[config.mk]
export PLATFORM = sky130hd
export DESIGN_NAME = pipe_ctrl
export DESIGN_NICKNAME = d
export VERILOG_FILES = /design/src/rtl/pipe_ctrl.sv
export SDC_FILE = /design/constraint.sdc
export NUM_CORES = 1
export LEC_CHECK = 0
export CAP_MARGIN = 0
export CELL_PAD_IN_SITES_DETAIL_PLACEMENT = 1
export CELL_PAD_IN_SITES_GLOBAL_PLACEMENT = 1
export CORE_MARGIN = 4
export CORE_UTILIZATION = 34
export CTS_CLUSTER_DIAMETER = 80
export CTS_CLUSTER_SIZE = 12
export DETAILED_ROUTE_END_ITERATION = 8
export PLACE_DENSITY_LB_ADDON = 0.25
export SETUP_SLACK_MARGIN = 0.05
export SLEW_MARGIN = 20
export SYNTH_ARGS = -nofsm -noshare
export SYNTH_HDL_FRONTEND = slang
export SYNTH_SLANG_ARGS = --single-unit
[constraint.sdc]
create_clock -name clk -period 2.05 [get_ports clk]
set_input_delay 0.205 -clock clk [delete_from_list [all_inputs] [get_ports clk]]
set_output_delay 0.205 -clock clk [all_outputs]
set_load 0.005 [all_outputs]
[src/rtl/pipe_ctrl.sv]
// Central pipeline controller: stall bus arbitration, load-use detection,
// exception flush sequencing and stall/flush performance counters.
module pipe_ctrl (
    input  logic        clk,
    input  logic        rst,
    input  logic        stallreq_if,
    input  logic        stallreq_id,
    input  logic        stallreq_ex,
    input  logic        stallreq_mem,
    input  logic        ex_is_load,
    input  logic [4:0]  ex_rf_waddr,
    input  logic [4:0]  id_rs_raddr,
    input  logic [4:0]  id_rt_raddr,
    input  logic        id_uses_rs,
    input  logic        id_uses_rt,
    input  logic        excp_valid,
    input  logic [31:0] excp_pc,
    input  logic        cnt_clr,
    output logic [5:0]  stall,
    output logic        flush,
    output logic [31:0] new_pc,
    output logic [31:0] stall_cycles,
    output logic [15:0] flush_cnt
);

    localparam int unsigned STALL_W = 6;
    localparam int unsigned PC_W    = 32;
    localparam int unsigned SC_W    = 32;
    localparam int unsigned FC_W    = 16;

    localparam logic [STALL_W-1:0] STALL_NONE = 6'b000000;
    localparam logic [STALL_W-1:0] STALL_IF   = 6'b000011;
    localparam logic [STALL_W-1:0] STALL_ID   = 6'b000111;
    localparam logic [STALL_W-1:0] STALL_EX   = 6'b001111;
    localparam logic [STALL_W-1:0] STALL_MEM  = 6'b011111;

    typedef enum logic [1:0] {
        ST_RUN   = 2'd0,
        ST_DRAIN = 2'd1,
        ST_FLUSH = 2'd2
    } state_e;

    state_e            state_q, state_d;
    logic [PC_W-1:0]   pc_lat_q, pc_lat_d;
    logic [PC_W-1:0]   new_pc_q, new_pc_d;
    logic              flush_q, flush_d;
    logic [SC_W-1:0]   sc_q, sc_d;
    logic [FC_W-1:0]   fc_q, fc_d;
    logic [STALL_W-1:0] stall_c;
    logic              load_use_c;

    // Load in EX feeding a register ID is about to read; r0 never hazards.
    always_comb begin
        load_use_c = ex_is_load && (ex_rf_waddr != 5'd0) &&
                     ((id_uses_rs && (id_rs_raddr == ex_rf_waddr)) ||
                      (id_uses_rt && (id_rt_raddr == ex_rf_waddr)));
    end

    always_comb begin
        state_d  = state_q;
        pc_lat_d = pc_lat_q;
        new_pc_d = new_pc_q;
        flush_d  = 1'b0;
        stall_c  = STALL_NONE;

        case (state_q)
            ST_RUN: begin
                if (stallreq_mem)                    stall_c = STALL_MEM;
                else if (stallreq_ex)                stall_c = STALL_EX;
                else if (stallreq_id || load_use_c)  stall_c = STALL_ID;
                else if (stallreq_if)                stall_c = STALL_IF;

                if (excp_valid) begin
                    pc_lat_d = excp_pc;
                    if (stallreq_mem) begin
                        state_d = ST_DRAIN;
                    end else begin
                        state_d  = ST_FLUSH;
                        flush_d  = 1'b1;
                        new_pc_d = excp_pc;
                    end
                end
            end
            // Hold everything up to MEM until the dcache releases, then flush.
            ST_DRAIN: begin
                stall_c = STALL_MEM;
                if (!stallreq_mem) begin
                    state_d  = ST_FLUSH;
                    flush_d  = 1'b1;
                    new_pc_d = pc_lat_q;
                end
            end
            ST_FLUSH: begin
                state_d = ST_RUN;
            end
            default: begin
                state_d = ST_RUN;
            end
        endcase

        if (cnt_clr)                              sc_d = '0;
        else if (stall_c[0] && (sc_q != '1))      sc_d = sc_q + SC_W'(1);
        else                                      sc_d = sc_q;

        if (cnt_clr)                              fc_d = '0;
        else if (flush_q)                         fc_d = fc_q + FC_W'(1);
        else                                      fc_d = fc_q;
    end

    always_ff @(posedge clk or negedge rst) begin
        if (!rst) begin
            state_q  <= ST_RUN;
            pc_lat_q <= '0;
            new_pc_q <= '0;
            flush_q  <= 1'b0;
            sc_q     <= '0;
            fc_q     <= '0;
        end else begin
            state_q  <= state_d;
            pc_lat_q <= pc_lat_d;
            new_pc_q <= new_pc_d;
            flush_q  <= flush_d;
            sc_q     <= sc_d;
            fc_q     <= fc_d;
        end
    end

    assign stall        = stall_c;
    assign flush        = flush_q;
    assign new_pc       = new_pc_q;
    assign stall_cycles = sc_q;
    assign flush_cnt    = fc_q;

endmodule

==> flow_summary.json, run 1 <==
{
  "r2r_slack_ns": -0.22,
  "wl_per_cell_um": 19.3,
  "grt_usage_pct": 20.9,
  "synth_cell_types": 44,
  "antenna_found_initial": 1,
  "final_cell_area_mm2": 0.00895,
  "timing.critical_path.mode_cell": "buf_12",
  "synthArstFlopShare_pct": 100,
  "cts_tree": "built",
  "grt_pass1_vias": 5965,
  "cts-buffers-inserted": 17,
  "drive_above_1_share_pct": 28.3,
  "yosysWarnings": 0,
  "ios": 145,
  "crit_family": "simple AND/OR/NAND/NOR gates",
  "viasPerCell": 5.24,
  "rsz0062_at_grt": "true",
  "maxCapViolCount": 0,
  "antennaDiodeCount": 0,
  "min_period_ns": 2.27,
  "ys_seq_area_share_pct": 51.1,
  "syn_inst": 537,
  "most-common-layout-cells": "133 x clkdlybuf4s50_1, 114 x dfrtp_1, 75 x buf_4",
  "rr_startpoint": "stall_cycles[0]$_DFFE_PN0P_",
  "cp.arrival_ns": 2.59,
  "holdWs_ns": 0.151,
  "cp_slowest_cell": "or4_1",
  "tightest_slew_ns": 0.810,
  "fp.dieW_um": 137,
  "cts_htree_levels": 4,
  "r2r-end": "stall_cycles[23]$_DFFE_PN0P_",
  "critPathLaunchType": "flop",
  "violations": "negative setup slack",
  "hold_viol_final": 0,
  "io_buffers": 143,
  "slew_viol_final": 0,
  "p_leak_nw": 3.65,
  "drtPass1Iterations": 4,
  "dp_cells": 939,
  "grt_pass1_wl_um": 30700,
  "rr_worst_depth": 8,
  "fmax_ghz": 0.441,
  "dieArea_mm2": 0.0187,
  "syn-cell-area_mm2": 0.00564,
  "placed_area_mm2": 0.00786,
  "clk_latency_ns": 0.42,
  "synth_edf_count": 0,
  "clk_pin_slew_ns": 0.06,
  "power_mw": 6.89,
  "path_class": "flop to flop",
  "clock-root-buffer": "clkbuf_16",
  "hold_path.class": "primary input to asynchronous set/reset pin",
  "slew_headroom_pct": 46.0,
  "slowest_delay_ns": 0.50,
  "clock-skew-final_ns": 0.0141,
  "crit_buf_inv": 2,
  "peakVddDrop_v": 0.000618,
  "grt_max_degree": 63,
  "first_iter_violations": 206,
  "clk_path_buf_depth": 2,
  "remaining_drc_errors": 0,
  "place_congestion": 0.847,
  "ant_nets": 0,
  "finalSetupViolations": 30,
  "std_cell_rows": 46,
  "final_common_cell": "clkdlybuf4s50_1",
  "cp_cell_sequence": "ha_4, nand4_1, nor4_2, a221o_4, buf_12, buf_12, or4_1, a21oi_1",
  "ys.flop_type": "dfrtp_1",
  "fin_ws_ns": -0.216,
  "area_growth_pct": 58.8,
  "drt-total-wl_um": 19000,
  "layout.nets": 817,
  "cp_data_required_time_ns": 2.37,
  "die_h_um": 137,
  "fillCellCount": 1700,
  "finalNonFillerCells": 986,
  "coreArea_mm2": 0.0161,
  "cp_max_fo": 11,
  "fin_crit_sh_pct": 111,
  "overflow": 0,
  "syn_area_per_cell_um2": 10.5,
  "ys_seq_elements": 115,
  "initial_core_util_pct": 35.1,
  "vias": 5166,
  "cts.sinks": 115,
  "powerDensity_mw_per_mm2": 770,
  "synth.net_count": 597,
  "dp_hpwl_um": 12600,
  "worstSetupEndpointType": "flop",
  "status": "finished with violations"
}
-- layer usage --
metal	vias to the layer above	part of all wire [%]	track usage [%]
met2	140	52	36.3
met5	-	0.068	0
met1	2601	40	24.7
li1	2386	-	-
met4	2	1.9	6.49
met3	37	5.8	6.43
-- synth_stat cells, types with 2 or more instances --
master	instances	area share, %
a21oi_1	23	2.0
and3_1	4	0.44
and4_1	4	0.62
buf_1	4	0.27
buf_4	9	1.2
clkbuf_1	18	1.2
clkbuf_2	2	0.18
dfrtp_1	115	51
ha_1	2	0.44
inv_1	8	0.53
mux2_2	40	8.0
mux2i_1	34	6.0
nand2_1	49	3.3
nand2b_1	3	0.33
nand3_1	17	1.5
nand4_1	18	2.0
nor2_1	39	2.6
nor2b_1	10	1.1
nor3_1	5	0.44
nor4_1	11	1.2
o21ai_0	34	3.0
o21ai_1	2	0.18
o31ai_1	19	2.5
o41ai_1	2	0.31
or2_2	2	0.22
or3_1	2	0.22
or4_1	20	2.7
or4b_1	2	0.36
xnor2_1	15	2.3
xor2_1	10	1.6
-- logic make-up after synthesis --
family	after synthesis	synth area share (%)
other	1	0.0665
DFF	115	51.1
adders and majority gates	2	0.444
buffers and inverters	42	3.46
muxes	75	14.2
xor gates and xnor gates	25	3.88
and+or+nand+nor	190	17.7
AOI/OAI and AO/OA	87	9.17
-- through the flow --
step,setup TNS (ns),util [%],setup slack [ns]
after floorplan,0,-,0.0593
after global placement,-10.60,49.0,-0.366
after detailed placement,-12.67,49.0,-0.475
after CTS,-4.04,54.6,-0.184
after global routing,-6.66,55.7,-0.336
final,-3.85,55.7,-0.216
-- worst max-delay path by stage --
stage                                      from                      endpoint  slack [ns]  cells past startpoint
floorplan           stall_cycles[0]$_DFFE_PN0P_  stall_cycles[27]$_DFFE_PN0P_        0.06                      7
global placement                 ex_rf_waddr[0]  stall_cycles[13]$_DFFE_PN0P_       -0.37                      8
detailed placement               ex_rf_waddr[0]  stall_cycles[11]$_DFFE_PN0P_       -0.48                      8
CTS                 stall_cycles[0]$_DFFE_PN0P_  stall_cycles[12]$_DFFE_PN0P_       -0.18                      8
global route        stall_cycles[1]$_DFFE_PN0P_  stall_cycles[23]$_DFFE_PN0P_       -0.34                      8
finish              stall_cycles[0]$_DFFE_PN0P_  stall_cycles[23]$_DFFE_PN0P_       -0.22                      8
-- state kept, by name (all words and copies together), names as in the netlist --
register,count
stall_cycles,32
pc_lat_q,32
flush,1
new_pc,32
state_q,2
flush_cnt,16
-- where the power goes --
group	switching (mW)	internal, mW	leakage, nW
combinational	0.502	0.726	1.90
sequential	0.175	2.55	1.48
clock	1.14	1.80	0.270
-- repair_timing --
action,4_1_cts,5_1_grt
pin swaps,26,11
buffers inserted,7,3
setup endpoints to repair,35,36
hold buffers,1,0
resized for setup,47,25
hold endpoints to repair,115,0
gates cloned,3,2
-- area by class of cell --
cell class / count / area, um2 / area share (%)
tap: 216 / 270 / 3.02
clock buffer: 18 / 429 / 4.80
sequential: 115 / 2880 / 32.2
clock inverter: 14 / 155 / 1.73
timing repair buffer: 235 / 2350 / 26.2
inverter: 8 / 30.0 / 0.336
multi-input combinational: 380 / 2840 / 31.7
Note: power is estimated with default switching activity, not from simulation.
==> run 2: changes to the inputs <==
--- a/config.mk
+++ b/config.mk
@@ -5,7 +5,6 @@
 export SDC_FILE = /design/constraint.sdc
 export NUM_CORES = 1
 export LEC_CHECK = 0
-export CAP_MARGIN = 0
 export CELL_PAD_IN_SITES_DETAIL_PLACEMENT = 1
 export CELL_PAD_IN_SITES_GLOBAL_PLACEMENT = 1
 export CORE_MARGIN = 4
@@ -13,8 +12,9 @@
 export CTS_CLUSTER_DIAMETER = 80
 export CTS_CLUSTER_SIZE = 12
 export DETAILED_ROUTE_END_ITERATION = 8
+export HOLD_SLACK_MARGIN = 0.12
 export PLACE_DENSITY_LB_ADDON = 0.25
-export SETUP_SLACK_MARGIN = 0.05
+export SETUP_SLACK_MARGIN = 0.3
 export SLEW_MARGIN = 20
 export SYNTH_ARGS = -nofsm -noshare
 export SYNTH_HDL_FRONTEND = slang
==> flow_summary.json, run 2 (synthesized netlist as in run 1, its figures left out) <==
{
  "wl_per_cell_um": 18.2,
  "dp_hpwl_um": 12100,
  "fin_crit_sh_pct": 103,
  "drt-total-wl_um": 17700,
  "clk_pin_slew_ns": 0.06,
  "slew_viol_final": 0,
  "worstSetupEndpointType": "flop",
  "grt_pass1_vias": 5529,
  "rr_startpoint": "stall_cycles[0]$_DFFE_PN0P_",
  "r2r-end": "stall_cycles[9]$_DFFE_PN0P_",
  "p_clk_share_pct": 44.9,
  "coreArea_mm2": 0.0161,
  "hold_path.class": "primary input to asynchronous set/reset pin",
  "viasPerCell": 5.14,
  "power_frac_comb_pct": 16.5,
  "cp_max_fo": 22,
  "rsz0062_at_grt": "true",
  "fin_ws_ns": -0.0645,
  "hold_viol_final": 0,
  "slew_headroom_pct": 49.6,
  "layout.nets": 801,
  "fmax_ghz": 0.473,
  "antenna_found_initial": 0,
  "initial_core_util_pct": 35.1,
  "final_cell_area_mm2": 0.00879,
  "drive_above_1_share_pct": 27.7,
  "ant_nets": 0,
  "place_congestion": 0.820,
  "fillCellCount": 1673,
  "final_core_util_pct": 54.7,
  "finalSetupViolations": 21,
  "die_h_um": 137,
  "critPathLaunchType": "flop",
  "cts-buffers-inserted": 17,
  "cts_htree_levels": 4,
  "fp.dieW_um": 137,
  "violations": "negative setup slack",
  "first_iter_violations": 146,
  "antennaDiodeCount": 0,
  "powerDensity_mw_per_mm2": 797,
  "std_cell_rows": 46,
  "cts.sinks": 115,
  "tightest_slew_ns": 0.756,
  "clock-root-buffer": "clkbuf_16",
  "ios": 145,
  "rr_worst_depth": 7,
  "vias": 4982,
  "drtPass1Iterations": 4,
  "clk_path_buf_depth": 2,
  "dieArea_mm2": 0.0187,
  "clk_latency_ns": 0.41,
  "peakVddDrop_v": 0.000619,
  "io_buffers": 143,
  "most-common-layout-cells": "129 x clkdlybuf4s50_1, 113 x dfrtp_1, 61 x buf_4",
  "power.internal_mw": 5.20,
  "p_leak_nw": 3.56,
  "grt_max_degree": 66,
  "grt_usage_pct": 19.6,
  "clock-skew-final_ns": 0.00649,
  "maxCapViolCount": 0,
  "min_period_ns": 2.11,
  "cp_data_required_time_ns": 2.38,
  "area_growth_pct": 56.0,
  "cp.arrival_ns": 2.45,
  "r2r_slack_ns": -0.06,
  "path_class": "flop to flop",
  "placed_area_mm2": 0.00781,
  "grt_pass1_wl_um": 28800,
  "status": "finished with violations",
  "final_common_cell": "clkdlybuf4s50_1",
  "seqPwrFrac_pct": 38.7,
  "critPathLaunch": "stall_cycles[0]$_DFFE_PN0P_",
  "netSwitchingPower_mw": 1.81,
  "overflow": 0,
  "cts_tree": "built",
  "swShare_pct": 25.9,
  "remaining_drc_errors": 0
}
run 2: power groups by stage:
| stage | clock (mW) | combinational [mW] | sequential (mW) |
|---|---|---|---|
| CTS | 3.22 | 1.15 | 2.71 |
| global placement | 0 | 1.09 | 2.73 |
| detailed placement | 0 | 1.13 | 2.74 |
| global route | 3.36 | 1.27 | 2.75 |
| finish | 3.15 | 1.15 | 2.71 |
| floorplan | 0 | 0.456 | 2.72 |
run 2: worst max path at each step:
stage | end | slack, ns | depth (start not counted)
4_1_cts | stall_cycles[9]$_DFFE_PN0P_ | -0.05 | 7
2_1_floorplan | stall_cycles[27]$_DFFE_PN0P_ | 0.06 | 7
6_report | stall_cycles[9]$_DFFE_PN0P_ | -0.06 | 7
3_3_place_gp | stall[1] | -0.33 | 6
5_1_grt | stall_cycles[14]$_DFFE_PN0P_ | -0.12 | 7
3_5_place_dp | stall_cycles[26]$_DFFE_PN0P_ | -0.41 | 7
run 2: per-stage QoR:
| stage | TNS (ns) | setup WS [ns] | hold slack, ns | power, mW | std cells |
|---|---|---|---|---|---|
| finish | -0.774 | -0.0645 | 0.190 | 7.01 | 970 |
| global placement | -8.77 | -0.331 | 0.0666 | 3.82 | 927 |
| floorplan | 0 | 0.0641 | -0.0906 | 3.18 | 537 |
| detailed placement | -11.32 | -0.410 | 0.0723 | 3.88 | 927 |
| global route | -2.12 | -0.121 | 0.182 | 7.38 | 970 |
| CTS | -0.466 | -0.0504 | 0.179 | 7.09 | 966 |
run 2: per-layer routing:
layer,routed length [um],track usage (%),vias to the layer above
li1,-,-,2350
met1,7110,22.9,2511
met2,9320,34.3,100
met3,954,5.96,21
met4,293,6.44,0
met5,0,0,-
run 2: critical path, stage by stage, from the launching register on:
cell and delay [ns]:
dfrtp_1 0.41, ha_4 0.19, nand4_1 0.12, nor4_2 0.07, a221o_2 0.41, buf_12 0.18, or4_4 0.51, a21oi_4 0.15
run 2: final cells by class:
class	count	area, um2	share of cell area, %
clock buffer	18	439	5.00
clock inverter	14	189	2.15
inverter	8	30.0	0.342
multi-input combinational	380	2890	32.9
sequential	115	2880	32.8
tap	216	270	3.07
timing repair buffer	219	2090	23.8
run 2: what timing repair did:
action	CTS	global route
pin swaps	9	4
hold buffers	1	0
endpoints found under the hold margin	115	0
buffers inserted	6	4
resized for setup	59	28
endpoints found under the setup margin	37	38
